--- src/rtl/subleq_core_if.sv ---
// Memory bus between the SUBLEQ core and its word-addressed memory.
//   mem_addr  : address of the current read or write
//   mem_rd_en : read strobe, mem_rdata returned exactly one cycle later
//   mem_rdata : read data
//   mem_wr_en : write strobe, memory stores mem_wdata at mem_addr on that edge
//   mem_wdata : write data
// master = core side, slave = memory side.
interface subleq_core_if #(
   parameter int unsigned DATA_W = 8,
   parameter int unsigned ADDR_W = 8
);
   logic [ADDR_W-1:0] mem_addr;
   logic              mem_rd_en;
   logic [DATA_W-1:0] mem_rdata;
   logic              mem_wr_en;
   logic [DATA_W-1:0] mem_wdata;

   modport master (
      output mem_addr, mem_rd_en, mem_wr_en, mem_wdata,
      input  mem_rdata
   );

   modport slave (
      input  mem_addr, mem_rd_en, mem_wr_en, mem_wdata,
      output mem_rdata
   );
endinterface

--- src/rtl/subleq_core.sv ---
// Single-instruction (SUBLEQ) processor core.
// Each instruction is three words a, b, c at pc..pc+2:
//   mem[b] <= mem[b] - mem[a]; branch to c if the result is <= 0, else pc+3.
// A taken branch whose target word has its MSB set halts the core.
// Ports:
//   clock, reset      : clock and synchronous active-high reset
//   start             : pulse to begin/resume execution at pc (IDLE/HALT only)
//   single_step       : pause in IDLE after the current instruction
//   mem               : memory bus (master modport), one access per cycle
//   busy, halted      : run status
//   pc, instr_count   : program counter, saturating completed-instruction count
module subleq_core #(
   parameter int unsigned DATA_W   = 8,
   parameter int unsigned ADDR_W   = 8,
   parameter int unsigned START_PC = 0,
   parameter int unsigned CNT_W    = 16
) (
   input  logic              clock,
   input  logic              reset,
   input  logic              start,
   input  logic              single_step,
   subleq_core_if.master     mem,
   output logic              busy,
   output logic              halted,
   output logic [ADDR_W-1:0] pc,
   output logic [CNT_W-1:0]  instr_count
);

   typedef enum logic [2:0] {
      IDLE, F0, F1, F2, F3, F4, WB, HALT
   } state_t;

   state_t            state;
   logic [ADDR_W-1:0] a_addr;
   logic [ADDR_W-1:0] b_addr;
   logic [DATA_W-1:0] c_word;
   logic [DATA_W-1:0] a_val;
   logic [DATA_W-1:0] diff;
   logic              taken;
   logic [ADDR_W-1:0] addr_c;
   logic              rd_c;
   logic              wr_c;

   // In WB the read data on the bus is mem[b]
   assign diff  = mem.mem_rdata - a_val;
   assign taken = diff[DATA_W-1] | (diff == '0);

   always_comb begin
      addr_c = pc;
      rd_c   = 1'b0;
      wr_c   = 1'b0;
      case (state)
         F0: rd_c = 1'b1;
         F1: begin
            addr_c = pc + ADDR_W'(1);
            rd_c   = 1'b1;
         end
         F2: begin
            addr_c = pc + ADDR_W'(2);
            rd_c   = 1'b1;
         end
         F3: begin
            addr_c = a_addr;
            rd_c   = 1'b1;
         end
         F4: begin
            addr_c = b_addr;
            rd_c   = 1'b1;
         end
         WB: begin
            addr_c = b_addr;
            wr_c   = 1'b1;
         end
         default: ;
      endcase
   end

   // Strobes are gated by reset combinationally so a reset landing on WB
   // suppresses the write in that very cycle.
   assign mem.mem_addr  = addr_c;
   assign mem.mem_rd_en = rd_c & ~reset;
   assign mem.mem_wr_en = wr_c & ~reset;
   assign mem.mem_wdata = diff;

   always_ff @(posedge clock) begin
      if (reset) begin
         state       <= IDLE;
         pc          <= ADDR_W'(START_PC);
         instr_count <= '0;
         busy        <= 1'b0;
         halted      <= 1'b0;
         a_addr      <= '0;
         b_addr      <= '0;
         c_word      <= '0;
         a_val       <= '0;
      end else begin
         case (state)
            IDLE, HALT: begin
               if (start) begin
                  state  <= F0;
                  busy   <= 1'b1;
                  halted <= 1'b0;
               end
            end
            F0: state <= F1;
            F1: begin
               a_addr <= mem.mem_rdata[ADDR_W-1:0];
               state  <= F2;
            end
            F2: begin
               b_addr <= mem.mem_rdata[ADDR_W-1:0];
               state  <= F3;
            end
            F3: begin
               c_word <= mem.mem_rdata;
               state  <= F4;
            end
            F4: begin
               a_val <= mem.mem_rdata;
               state <= WB;
            end
            WB: begin
               if (instr_count != '1)
                  instr_count <= instr_count + CNT_W'(1);
               if (taken && c_word[DATA_W-1]) begin
                  // Halt keeps pc on the halting instruction
                  state  <= HALT;
                  halted <= 1'b1;
                  busy   <= 1'b0;
               end else begin
                  pc <= taken ? c_word[ADDR_W-1:0] : pc + ADDR_W'(3);
                  if (single_step) begin
                     state <= IDLE;
                     busy  <= 1'b0;
                  end else begin
                     state <= F0;
                  end
               end
            end
            default: state <= IDLE;
         endcase
      end
   end

endmodule

--- src/flat_wrapper.sv ---
// flat-port wrapper written by rule: the top's interface ports become plain ports
module subleq_core_flat 
#(
   parameter int unsigned DATA_W   = 8,
   parameter int unsigned ADDR_W   = 8,
   parameter int unsigned START_PC = 0,
   parameter int unsigned CNT_W    = 16
)
  (clock, reset, start, single_step, busy, halted, pc, instr_count, mem_mem_addr, mem_mem_rd_en, mem_mem_wr_en, mem_mem_wdata, mem_mem_rdata);
  subleq_core_if #(.DATA_W(DATA_W), .ADDR_W(ADDR_W)) mem_i ();
  input  logic clock;
  input  logic reset;
  input  logic start;
  input  logic single_step;
  output logic busy;
  output logic halted;
  output logic [ADDR_W-1:0] pc;
  output logic [CNT_W-1:0] instr_count;
  output wire logic [$bits(mem_i.mem_addr)-1:0] mem_mem_addr;
  output wire logic [$bits(mem_i.mem_rd_en)-1:0] mem_mem_rd_en;
  output wire logic [$bits(mem_i.mem_wr_en)-1:0] mem_mem_wr_en;
  output wire logic [$bits(mem_i.mem_wdata)-1:0] mem_mem_wdata;
  input wire logic [$bits(mem_i.mem_rdata)-1:0] mem_mem_rdata;
  assign mem_mem_addr = mem_i.mem_addr;
  assign mem_mem_rd_en = mem_i.mem_rd_en;
  assign mem_mem_wr_en = mem_i.mem_wr_en;
  assign mem_mem_wdata = mem_i.mem_wdata;
  assign mem_i.mem_rdata = mem_mem_rdata;
  subleq_core #(.DATA_W(DATA_W), .ADDR_W(ADDR_W), .START_PC(START_PC), .CNT_W(CNT_W)) u_core (.clock(clock), .reset(reset), .start(start), .single_step(single_step), .mem(mem_i), .busy(busy), .halted(halted), .pc(pc), .instr_count(instr_count));
endmodule
--- config.mk ---
export PLATFORM = sky130hd
export DESIGN_NAME = subleq_core_flat
export DESIGN_NICKNAME = d
export VERILOG_FILES = /design/src/rtl/subleq_core_if.sv /design/src/rtl/subleq_core.sv /design/src/flat_wrapper.sv
export SDC_FILE = /design/constraint.sdc
export NUM_CORES = 1
export LEC_CHECK = 0
export ABC_CLOCK_PERIOD_IN_PS = 2700
export CAP_MARGIN = 20
export CELL_PAD_IN_SITES_DETAIL_PLACEMENT = 0
export CELL_PAD_IN_SITES_GLOBAL_PLACEMENT = 1
export CORE_ASPECT_RATIO = 0.9
export CORE_MARGIN = 2
export CORE_UTILIZATION = 36
export DETAILED_ROUTE_END_ITERATION = 10
export PLACE_DENSITY = 0.89
export SYNTH_ARGS = -nofsm -noshare
export SYNTH_HDL_FRONTEND = slang
export SYNTH_SLANG_ARGS = --single-unit
export TNS_END_PERCENT = 20
--- constraint.sdc ---
create_clock -name clock -period 2.7 [get_ports clock]
set_clock_uncertainty 0.05 [all_clocks]
set_input_delay 0.405 -clock clock [delete_from_list [all_inputs] [get_ports clock]]
set_output_delay 0.405 -clock clock [all_outputs]
set_load 0.02 [all_outputs]
==> flow_summary.html, run 1 <==
<table>
<tr><th>Metric</th><th>Value</th></tr>
<tr><th colspan="2">Yosys</th></tr>
<tr><td>Mapped Cells</td><td>~450</td></tr>
<tr><td>Net Count, Synth</td><td>around 470</td></tr>
<tr><td>Portion of the post-synthesis area used by sequential elements</td><td>35.0%</td></tr>
<tr><td>Top_reg_cell synth</td><td>sky130_fd_sc_hd__dfxtp_1</td></tr>
<tr><td>Post-synth design cell area</td><td>3490 sq um</td></tr>
<tr><td>Syn avg cell area</td><td>7.79 sq um</td></tr>
<tr><td>Post-synthesis cell type count</td><td>59</td></tr>
<tr><td>Synth Warn #</td><td>0</td></tr>
<tr><td>Flip-flop and latch count after synthesis</td><td>61</td></tr>
<tr><td>Ys async rst share</td><td>0%</td></tr>
<tr><td>Post-synth EDFFs</td><td>0</td></tr>
<tr><th colspan="2">Route</th></tr>
<tr><td># DRC</td><td>0</td></tr>
<tr><td>Per-cell routed wire length</td><td>approximately 15 microns</td></tr>
<tr><td>Drt initial violations</td><td>~240</td></tr>
<tr><td>Total vias in the final route</td><td>~3500</td></tr>
<tr><td>Detailed Route WL</td><td>around 9900 microns</td></tr>
<tr><td>Final ANT Viol Nets</td><td>0</td></tr>
<tr><td>Routed via count divided by cell count</td><td>roughly 5.3</td></tr>
<tr><td>Initial DRT Pass Iterations</td><td>7</td></tr>
<tr><th colspan="2">Setup path</th></tr>
<tr><td>Type of element capturing the critical path</td><td>flip-flop</td></tr>
<tr><td>Kind of critical path</td><td>flip-flop to flip-flop</td></tr>
<tr><td>Data arrival time at the worst-slack endpoint</td><td>roughly 2.9 ns</td></tr>
<tr><td>Crit Reg-Reg Endpoint</td><td>u_core.state[0]</td></tr>
<tr><td>Endpoint required time on the critical path</td><td>around 2.9 ns</td></tr>
<tr><td>RR Startpoint</td><td>u_core.a_val[1]</td></tr>
<tr><td>Startpoint kind of the worst setup timing path</td><td>flip-flop</td></tr>
<tr><td>Flop-to-flop setup slack</td><td>-0.02 ns</td></tr>
<tr><td>Maximum fanout along the worst path</td><td>6</td></tr>
<tr><td>Number of cells traversed by the worst register-to-register path</td><td>10</td></tr>
<tr><th colspan="2">Power</th></tr>
<tr><td>Net Sw Power</td><td>780 uW</td></tr>
<tr><td>Combinational share of power</td><td>25.8%</td></tr>
<tr><td>Post-route total power</td><td>2410 uW</td></tr>
<tr><td>Proportion of power drawn by flip-flops and latches</td><td>approximately two fifths</td></tr>
<tr><td>Static Leakage</td><td>between 0.0015 and 0.002 uW</td></tr>
<tr><td>Internal</td><td>~1600 uW</td></tr>
<tr><td>Share of total power in the clock network</td><td>between 30% and 40%</td></tr>
<tr><td>Net switching share of the total power</td><td>between 30 and 40%</td></tr>
<tr><td>Power density of the placed cells</td><td>between 500 and 600 nW/um^2</td></tr>
<tr><td>Maximum VDD drop</td><td>between 200 and 250 uV</td></tr>
<tr><th colspan="2">Finish</th></tr>
<tr><td>Share of post-route cells with drive strength above 1</td><td>between 15 and 20%</td></tr>
<tr><td>ANT cells</td><td>0</td></tr>
<tr><td>Layout-stage area growth over the synthesis result</td><td>37.3%</td></tr>
<tr><td>Non-filler instance count after layout</td><td>671</td></tr>
<tr><td>Final instance area</td><td>4790 sq um</td></tr>
<tr><td>Net count reported at finish</td><td>roughly 570</td></tr>
<tr><th colspan="2">Clock tree</th></tr>
<tr><td>Buffer cell driving the clock tree root</td><td>sky130_fd_sc_hd__clkbuf_8</td></tr>
<tr><td>TritonCTS clock tree</td><td>built</td></tr>
<tr><td>CTS buffer count</td><td>9</td></tr>
<tr><td>H-tree Lvls</td><td>3</td></tr>
<tr><td>CTS sink cnt</td><td>61</td></tr>
<tr><td>Worst-path clk slew</td><td>0.07 ns</td></tr>
<tr><td>Clock Path Buffers</td><td>2</td></tr>
<tr><td># hold bufs at CTS</td><td>0</td></tr>
<tr><td>Later-pin clock latency in the skew report</td><td>approximately 0.34 ns</td></tr>
<tr><th colspan="2">Global routing</th></tr>
<tr><td>Wire length of the first global-routing pass</td><td>about 16000 microns</td></tr>
<tr><td>Antenna violations before repair</td><td>0</td></tr>
<tr><td>Via count of the first global-routing pass</td><td>approximately 3300</td></tr>
<tr><td>GR Util All Layers</td><td>between 15 and 20%</td></tr>
<tr><td>Largest net degree at the start of global routing</td><td>between 50 and 60</td></tr>
<tr><td>Global route overflow</td><td>0</td></tr>
<tr><th colspan="2">Timing</th></tr>
<tr><td>Total negative slack for setup checks</td><td>-0.0186 ns</td></tr>
<tr><td>Setup violators final</td><td>2</td></tr>
<tr><td>Hold violation count in the final report</td><td>0</td></tr>
<tr><td>Minimum clock period after layout</td><td>approximately 2.7 ns</td></tr>
<tr><td>Worst-case hold slack</td><td>0.343 ns</td></tr>
<tr><td>Unrepaired setup endpoints after global routing</td><td>true</td></tr>
<tr><td>Max frequency</td><td>368 MHz</td></tr>
<tr><td>Post-route setup slack</td><td>-0.0167 ns</td></tr>
<tr><td>Transition time of the tightest slew-check pin</td><td>roughly 0.8 ns</td></tr>
<tr><td>Ratio of final minimum period to clock period</td><td>101%</td></tr>
<tr><td>Slew margin rel.</td><td>46.5%</td></tr>
<tr><td>Max-slew violation total from the final report</td><td>0</td></tr>
<tr><th colspan="2">Min path</th></tr>
<tr><td>Hold WC Path Type</td><td>primary input to flip-flop</td></tr>
<tr><td>Worst Hold Path EP</td><td>u_core.instr_count[13]</td></tr>
<tr><td>Startpoint of the lowest-slack hold path</td><td>reset</td></tr>
<tr><td>Hold Crit Depth</td><td>2</td></tr>
<tr><th colspan="2">Die</th></tr>
<tr><td>Initial core utilization</td><td>approximately 37%</td></tr>
<tr><td>Horiz. Die Dim</td><td>approximately 110 microns</td></tr>
<tr><td>I/O Pins</td><td>56</td></tr>
<tr><td>Area of the die</td><td>~10000 sq um</td></tr>
<tr><td>Vertical extent of the die</td><td>97.4 microns</td></tr>
<tr><td>Core outline area</td><td>9530 sq um</td></tr>
<tr><td>Count of standard-cell rows</td><td>34</td></tr>
<tr><th colspan="2">Job</th></tr>
<tr><td>Max-cap viol count</td><td>0</td></tr>
<tr><th colspan="2">Status</th></tr>
<tr><td>Result of the run</td><td>complete, but fails checks</td></tr>
<tr><td>Violated checks</td><td>negative setup slack</td></tr>
<tr><th colspan="2">Place</th></tr>
<tr><td>Inst Count DP</td><td>between 600 and 700</td></tr>
<tr><td>Detail Placement HPWL</td><td>7350 microns</td></tr>
<tr><td>Total cell area at the placement stage</td><td>approximately 4500 sq um</td></tr>
<tr><td>Routability-driven placement congestion ratio</td><td>around 0.91</td></tr>
<tr><td>Port buffer count</td><td>between 50 and 60</td></tr>
</table>
[sequential cells by signal (all words and copies together) (netlist names)]
name,count
u_core.a_addr,8
u_core.a_val,8
u_core.b_addr,8
u_core.busy,1
u_core.c_word,8
u_core.halted,1
u_core.instr_count,16
u_core.pc,8
u_core.state,3
[placed cells by master (no fill, tap or decap), types with 4 or more instances in the layout]
| cell | instances |
|---|---|
| sky130_fd_sc_hd__clkdlybuf4s50_1 | 36 |
| sky130_fd_sc_hd__nand3_1 | 15 |
| sky130_fd_sc_hd__xnor2_1 | 4 |
| sky130_fd_sc_hd__nor2_1 | 53 |
| sky130_fd_sc_hd__dfxtp_1 | 56 |
| sky130_fd_sc_hd__buf_4 | 47 |
| sky130_fd_sc_hd__a21oi_1 | 33 |
| sky130_fd_sc_hd__o211ai_1 | 4 |
| sky130_fd_sc_hd__buf_2 | 4 |
| sky130_fd_sc_hd__nand2_1 | 78 |
| sky130_fd_sc_hd__inv_1 | 15 |
| sky130_fd_sc_hd__clkbuf_8 | 9 |
| sky130_fd_sc_hd__ha_1 | 9 |
| sky130_fd_sc_hd__o21ai_0 | 18 |
| sky130_fd_sc_hd__nand2b_1 | 8 |
| sky130_fd_sc_hd__mux2i_1 | 14 |
| sky130_fd_sc_hd__and2_1 | 4 |
| sky130_fd_sc_hd__dfxtp_2 | 5 |
| sky130_fd_sc_hd__xor2_1 | 17 |
| sky130_fd_sc_hd__a31oi_1 | 4 |
| sky130_fd_sc_hd__nor3_1 | 6 |
| sky130_fd_sc_hd__nand4_1 | 9 |
| sky130_fd_sc_hd__dlygate4sd2_1 | 9 |
[metrics by stage]
step                util [%]  setup slack [ns]
detailed placement      47.2            -0.716
finish                  50.3           -0.0167
floorplan                  -           -0.0224
global placement        47.2            -0.663
global route            50.3            -0.187
CTS                     49.7            -0.134
[power by group through the flow]
stage	Combinational, uW	Sequential (uW)	Clock, uW
2_1_floorplan	363	976	0
3_3_place_gp	599	984	0
3_5_place_dp	606	986	0
4_1_cts	603	966	835
5_1_grt	679	971	885
6_report	621	968	816
[worst max-delay path, cell delays in order (launching register included)]
cell and delay [ns]:
sky130_fd_sc_hd__dfxtp_2 0.33, sky130_fd_sc_hd__inv_1 0.05, sky130_fd_sc_hd__buf_4 0.13, sky130_fd_sc_hd__fa_2 0.43
sky130_fd_sc_hd__a211oi_4 0.27, sky130_fd_sc_hd__or4b_4 0.18, sky130_fd_sc_hd__o2111ai_4 0.12, sky130_fd_sc_hd__a2111oi_4 0.41
sky130_fd_sc_hd__a211oi_2 0.17, sky130_fd_sc_hd__buf_4 0.20, sky130_fd_sc_hd__a2111oi_4 0.28
[timing repair]
item                       in CTS  in global routing
pin swaps                      17                  8
setup buffers                   2                  1
resized for setup              46                 19
setup endpoints to repair      27                 21
[synth_stat cells (all sizes together), types with 2 or more instances]
master	instances	area share, %
nand2	78	8.4
nor2b	2	0.36
o22ai	4	0.72
nand3	15	2.2
inv	17	1.8
nand3b	3	0.65
o21ai	21	3.0
o31ai	3	0.65
o21bai	2	0.43
xnor2	4	1.0
or3	3	0.68
a31oi	4	0.72
ha	12	4.3
o21a	2	0.43
nor4b	3	0.75
clkbuf	19	2.0
buf	3	0.54
mux2i	14	4.0
dfxtp	61	35
o32ai	2	0.50
and2	4	0.72
a211oi	3	0.79
nor3b	2	0.43
nor3	7	1.0
a2111oi	5	2.3
xor2	19	4.8
nand4	9	1.6
nand2b	9	1.6
nor2	55	6.0
or2	3	0.54
a21oi	33	4.7
a22oi	2	0.43
o211ai	4	0.86
a22o	2	0.50
[cells by family (layout without fill, tap and decap cells)]
kind of cell	after synthesis	after routing	synth area share, %
AND/OR/NAND/NOR	199	199	26.3
AO/OA/AOI/OAI	98	98	19.5
flip-flops	61	61	35.0
buffers and inverters	40	137	4.52
XOR/XNOR	23	23	5.77
multiplexers	14	14	4.02
adder cells (fa/ha/maj)	13	13	4.88
[final cells by class]
| type | instances | area (sq um) |
|---|---|---|
| fillers | 939 | 4740 |
| multi-input cells | 347 | 2240 |
| flip-flops and latches | 61 | 1230 |
| repair buffers | 103 | 881 |
| well taps | 126 | 158 |
| clock buffers | 9 | 124 |
| inverters | 18 | 80.1 |
| clock inverters | 7 | 76.3 |
[worst max path at each step]
stage	startpoint	end	slack, ns	depth (start not counted)
6_report	u_core.a_val[1]	u_core.state[0]	-0.02	10
5_1_grt	u_core.a_val[1]	u_core.pc[0]	-0.19	12
4_1_cts	u_core.a_val[0]	u_core.state[0]	-0.13	10
3_5_place_dp	mem_mem_rdata[0]	u_core.pc[1]	-0.72	14
3_3_place_gp	mem_mem_rdata[0]	u_core.pc[1]	-0.66	14
2_1_floorplan	mem_mem_rdata[0]	u_core.pc[3]	-0.02	11
[per-layer routing]
| metal | track usage (%) | part of all wire, % |
|---|---|---|
| met5 | 0 | 0 |
| met4 | 5.82 | 1.1 |
| met3 | 3.49 | 4.9 |
| met2 | 30.0 | 47 |
| met1 | 28.1 | 47 |
Note: power is estimated with default switching activity, not from simulation.
==> run 2: changes to the inputs <==
CTS_CLUSTER_DIAMETER = 60   (was not set)
PLACE_DENSITY = 0.8   (was 0.89)
SLEW_MARGIN = 5   (was not set)
==> run 2 against run 1 <==
  * Sequential power barely moved
  * Flip-flop and latch count did not move
  * Clock power rose by 26%
  * The flow still finishes with violations (negative setup slack)
  * Wire length rose by 3.8%
  * Worst hold slack improved by 0.051 ns
  * Final cell count rose by 1.2%
  * Power rose by 10%
  * Design area rose by 3.7%
  * Clock-buffer cell count rose by 2
  * First-iteration DRC count fell by 22%
  * Fmax fell by 0.53%
==> flow_summary.html, run 2 (synthesized netlist as in run 1, its figures left out) <==
<table>
<tr><th>Metric</th><th>Value</th></tr>
<tr><th colspan="2">Status</th></tr>
<tr><td>Result of the run</td><td>complete, but fails checks</td></tr>
<tr><td>Violated checks</td><td>negative setup slack</td></tr>
<tr><th colspan="2">Global routing</th></tr>
<tr><td>Global route overflow</td><td>0</td></tr>
<tr><td>GR Util All Layers</td><td>around a fifth</td></tr>
<tr><td>Wire length of the first global-routing pass</td><td>around 17000 microns</td></tr>
<tr><td>Largest net degree at the start of global routing</td><td>55</td></tr>
<tr><td>Via count of the first global-routing pass</td><td>around 3400</td></tr>
<tr><td>Antenna violations before repair</td><td>0</td></tr>
<tr><th colspan="2">Finish</th></tr>
<tr><td>Net count reported at finish</td><td>between 500 and 600</td></tr>
<tr><td>Layout-stage area growth over the synthesis result</td><td>42.3%</td></tr>
<tr><td>Filler cells</td><td>969</td></tr>
<tr><td>Top library cells by usage in the layout, fill and taps aside</td><td>78 x sky130_fd_sc_hd__nand2_1, 56 x sky130_fd_sc_hd__dfxtp_1, 53 x sky130_fd_sc_hd__nor2_1, 53 x sky130_fd_sc_hd__buf_4, 35 x sky130_fd_sc_hd__clkdlybuf4s50_1</td></tr>
<tr><td>Area of combinational cells with multiple inputs</td><td>between 2000 and 2500 sq um</td></tr>
<tr><td>End-of-flow core utilization</td><td>52.1%</td></tr>
<tr><td>Share of post-route cells with drive strength above 1</td><td>a little over a fifth</td></tr>
<tr><td>Most common cell after layout, fill and taps aside</td><td>sky130_fd_sc_hd__nand2_1</td></tr>
<tr><td>Biggest register</td><td>u_core.instr_count</td></tr>
<tr><td>Area used by sequential logic in the layout</td><td>between 1000 and 1500 sq um</td></tr>
<tr><td>ANT cells</td><td>0</td></tr>
<tr><td>Flip-flop count of the largest register, all copies and words added</td><td>16</td></tr>
<tr><td>Non-filler instance count after layout</td><td>679</td></tr>
<tr><th colspan="2">Place</th></tr>
<tr><td>Inst Count DP</td><td>between 600 and 700</td></tr>
<tr><td>DP Worst Slack</td><td>-0.759 ns</td></tr>
<tr><td>Port buffer count</td><td>55</td></tr>
<tr><td>Detail Placement HPWL</td><td>roughly 7600 microns</td></tr>
<tr><td>Routability-driven placement congestion ratio</td><td>approximately 0.83</td></tr>
<tr><th colspan="2">Clock tree</th></tr>
<tr><td>Clock Path Buffers</td><td>2</td></tr>
<tr><td>Later-pin clock latency in the skew report</td><td>approximately 0.34 ns</td></tr>
<tr><td>Worst-path clk slew</td><td>0.07 ns</td></tr>
<tr><td># hold bufs at CTS</td><td>0</td></tr>
<tr><td>CTS sink cnt</td><td>61</td></tr>
<tr><td>TritonCTS clock tree</td><td>built</td></tr>
<tr><td>H-tree Lvls</td><td>3</td></tr>
<tr><td>Buffer cell driving the clock tree root</td><td>sky130_fd_sc_hd__clkbuf_8</td></tr>
<tr><td>CTS buffer count</td><td>9</td></tr>
<tr><th colspan="2">Power</th></tr>
<tr><td>Power density of the placed cells</td><td>~530 nW/um^2</td></tr>
<tr><td>Net Sw Power</td><td>between 700 and 800 uW</td></tr>
<tr><td>Share of total power in the clock network</td><td>between 30% and 40%</td></tr>
<tr><td>Proportion of power drawn by flip-flops and latches</td><td>approximately 37%</td></tr>
<tr><td>Maximum VDD drop</td><td>about 240 uV</td></tr>
<tr><td>Static Leakage</td><td>0.00190 uW</td></tr>
<tr><td>Post-route total power</td><td>about 2600 uW</td></tr>
<tr><td>Net switching share of the total power</td><td>29.0%</td></tr>
<tr><td>Internal</td><td>~1900 uW</td></tr>
<tr><td>Combinational share of power</td><td>between 20 and 25%</td></tr>
<tr><th colspan="2">Job</th></tr>
<tr><td>Max-cap viol count</td><td>0</td></tr>
<tr><th colspan="2">Timing</th></tr>
<tr><td>Max-slew violation total from the final report</td><td>0</td></tr>
<tr><td>Max frequency</td><td>366 MHz</td></tr>
<tr><td>Ratio of final minimum period to clock period</td><td>101%</td></tr>
<tr><td>Slew margin rel.</td><td>47.7%</td></tr>
<tr><td>Hold violation count in the final report</td><td>0</td></tr>
<tr><td>Transition time of the tightest slew-check pin</td><td>between 0.7 and 0.8 ns</td></tr>
<tr><td>Unrepaired setup endpoints after global routing</td><td>true</td></tr>
<tr><td>Minimum clock period after layout</td><td>between 2 and 3 ns</td></tr>
<tr><td>Post-route setup slack</td><td>-0.0311 ns</td></tr>
<tr><td>Setup violators final</td><td>1</td></tr>
<tr><th colspan="2">Route</th></tr>
<tr><td>Routed via count divided by cell count</td><td>around 5.2</td></tr>
<tr><td># DRC</td><td>0</td></tr>
<tr><td>Per-cell routed wire length</td><td>~15 microns</td></tr>
<tr><td>Total vias in the final route</td><td>around 3500</td></tr>
<tr><td>Detailed Route WL</td><td>10300 microns</td></tr>
<tr><td>Drt initial violations</td><td>190</td></tr>
<tr><td>Initial DRT Pass Iterations</td><td>6</td></tr>
<tr><td>Final ANT Viol Nets</td><td>0</td></tr>
<tr><th colspan="2">Die</th></tr>
<tr><td>I/O Pins</td><td>56</td></tr>
<tr><td>Core outline area</td><td>~9500 sq um</td></tr>
<tr><td>Initial core utilization</td><td>between 30% and 40%</td></tr>
<tr><td>Count of standard-cell rows</td><td>34</td></tr>
<tr><td>Horiz. Die Dim</td><td>108 microns</td></tr>
<tr><td>Vertical extent of the die</td><td>97.4 microns</td></tr>
<tr><td>Area of the die</td><td>roughly 10000 sq um</td></tr>
<tr><th colspan="2">Setup path</th></tr>
<tr><td>Type of element capturing the critical path</td><td>flip-flop</td></tr>
<tr><td>Data arrival time at the worst-slack endpoint</td><td>around 2.9 ns</td></tr>
<tr><td>Endpoint required time on the critical path</td><td>between 2 and 3 ns</td></tr>
<tr><td>Startpoint kind of the worst setup timing path</td><td>flip-flop</td></tr>
<tr><td>Kind of critical path</td><td>flip-flop to flip-flop</td></tr>
<tr><td>Maximum fanout along the worst path</td><td>6</td></tr>
<tr><th colspan="2">Min path</th></tr>
<tr><td>Hold WC Path Type</td><td>primary input to flip-flop</td></tr>
</table>
[run 2: cell count changes in the layout (fill, tap and decap cells not counted), moves of 2 or more]
cell,before,now
sky130_fd_sc_hd__buf_2,4,2
sky130_fd_sc_hd__buf_6,2,7
sky130_fd_sc_hd__bufinv_16,1,3
sky130_fd_sc_hd__clkbuf_8,9,11
sky130_fd_sc_hd__clkinv_4,3,1
sky130_fd_sc_hd__buf_4,47,53
[run 2: area by class of cell]
cell class,instances,share of cell area (%)
flip-flops and latches,61,24.7
multi-input cells,347,46.0
inverters,18,1.61
repair buffers,111,19.3
well taps,126,3.17
clock inverters,5,2.14
clock buffers,11,3.05
[run 2: layer usage]
layer | global-route usage (%) | share of wire (%)
met2 | 32.4 | 47
met5 | 0 | 0
met3 | 3.96 | 4.4
met4 | 5.13 | 1.3
met1 | 29.1 | 47
[run 2: final timing paths]
check,start,depth (start not counted),slack [ns],end
hold reg to reg,u_core.a_addr[7],2,0.40,u_core.a_addr[7]
setup reg to reg,u_core.a_val[1],11,-0.03,u_core.pc[6]
hold / removal,reset,2,0.39,u_core.instr_count[13]
setup / recovery,u_core.a_val[1],11,-0.03,u_core.pc[6]
[run 2: through the flow]
| stage | TNS (ns) | instance area, sq um | hold WS, ns |
|---|---|---|---|
| CTS | -0.133 | 4930 | 0.375 |
| finish | -0.0311 | 4970 | 0.394 |
| global route | -1.50 | 4970 | 0.396 |
| floorplan | -0.0266 | 3550 | 0.381 |
| global placement | -10.82 | 4530 | 0.393 |
| detailed placement | -12.03 | 4530 | 0.396 |
[run 2: power by group through the flow]
stage	Clock, uW	Combinational (uW)	Sequential (uW)
after detailed placement	0	614	987
after floorplan	0	363	976
after CTS	1050	636	968
final	1030	647	971
after global routing	1080	708	976
after global placement	0	606	986
[run 2: repair_timing]
| item | 4_1_cts | 5_1_grt |
|---|---|---|
| gates resized for setup | 66 | 19 |
| endpoints found under the hold margin | 0 | 0 |
| cloned | 0 | 0 |
| pin swaps | 17 | 7 |
| setup endpoints to repair | 27 | 20 |
| buffers inserted | 6 | 1 |
[run 2: worst max-delay path: stages (launching register included)]
cell	delay, ns
sky130_fd_sc_hd__dfxtp_2	0.34
sky130_fd_sc_hd__inv_2	0.04
sky130_fd_sc_hd__ha_1	0.17
sky130_fd_sc_hd__or2_1	0.27
sky130_fd_sc_hd__o21a_4	0.25
sky130_fd_sc_hd__or3_4	0.39
sky130_fd_sc_hd__a2111oi_4	0.44
sky130_fd_sc_hd__buf_4	0.21
sky130_fd_sc_hd__nor2_4	0.07
sky130_fd_sc_hd__buf_6	0.14
sky130_fd_sc_hd__mux2i_2	0.16
sky130_fd_sc_hd__o22ai_1	0.09
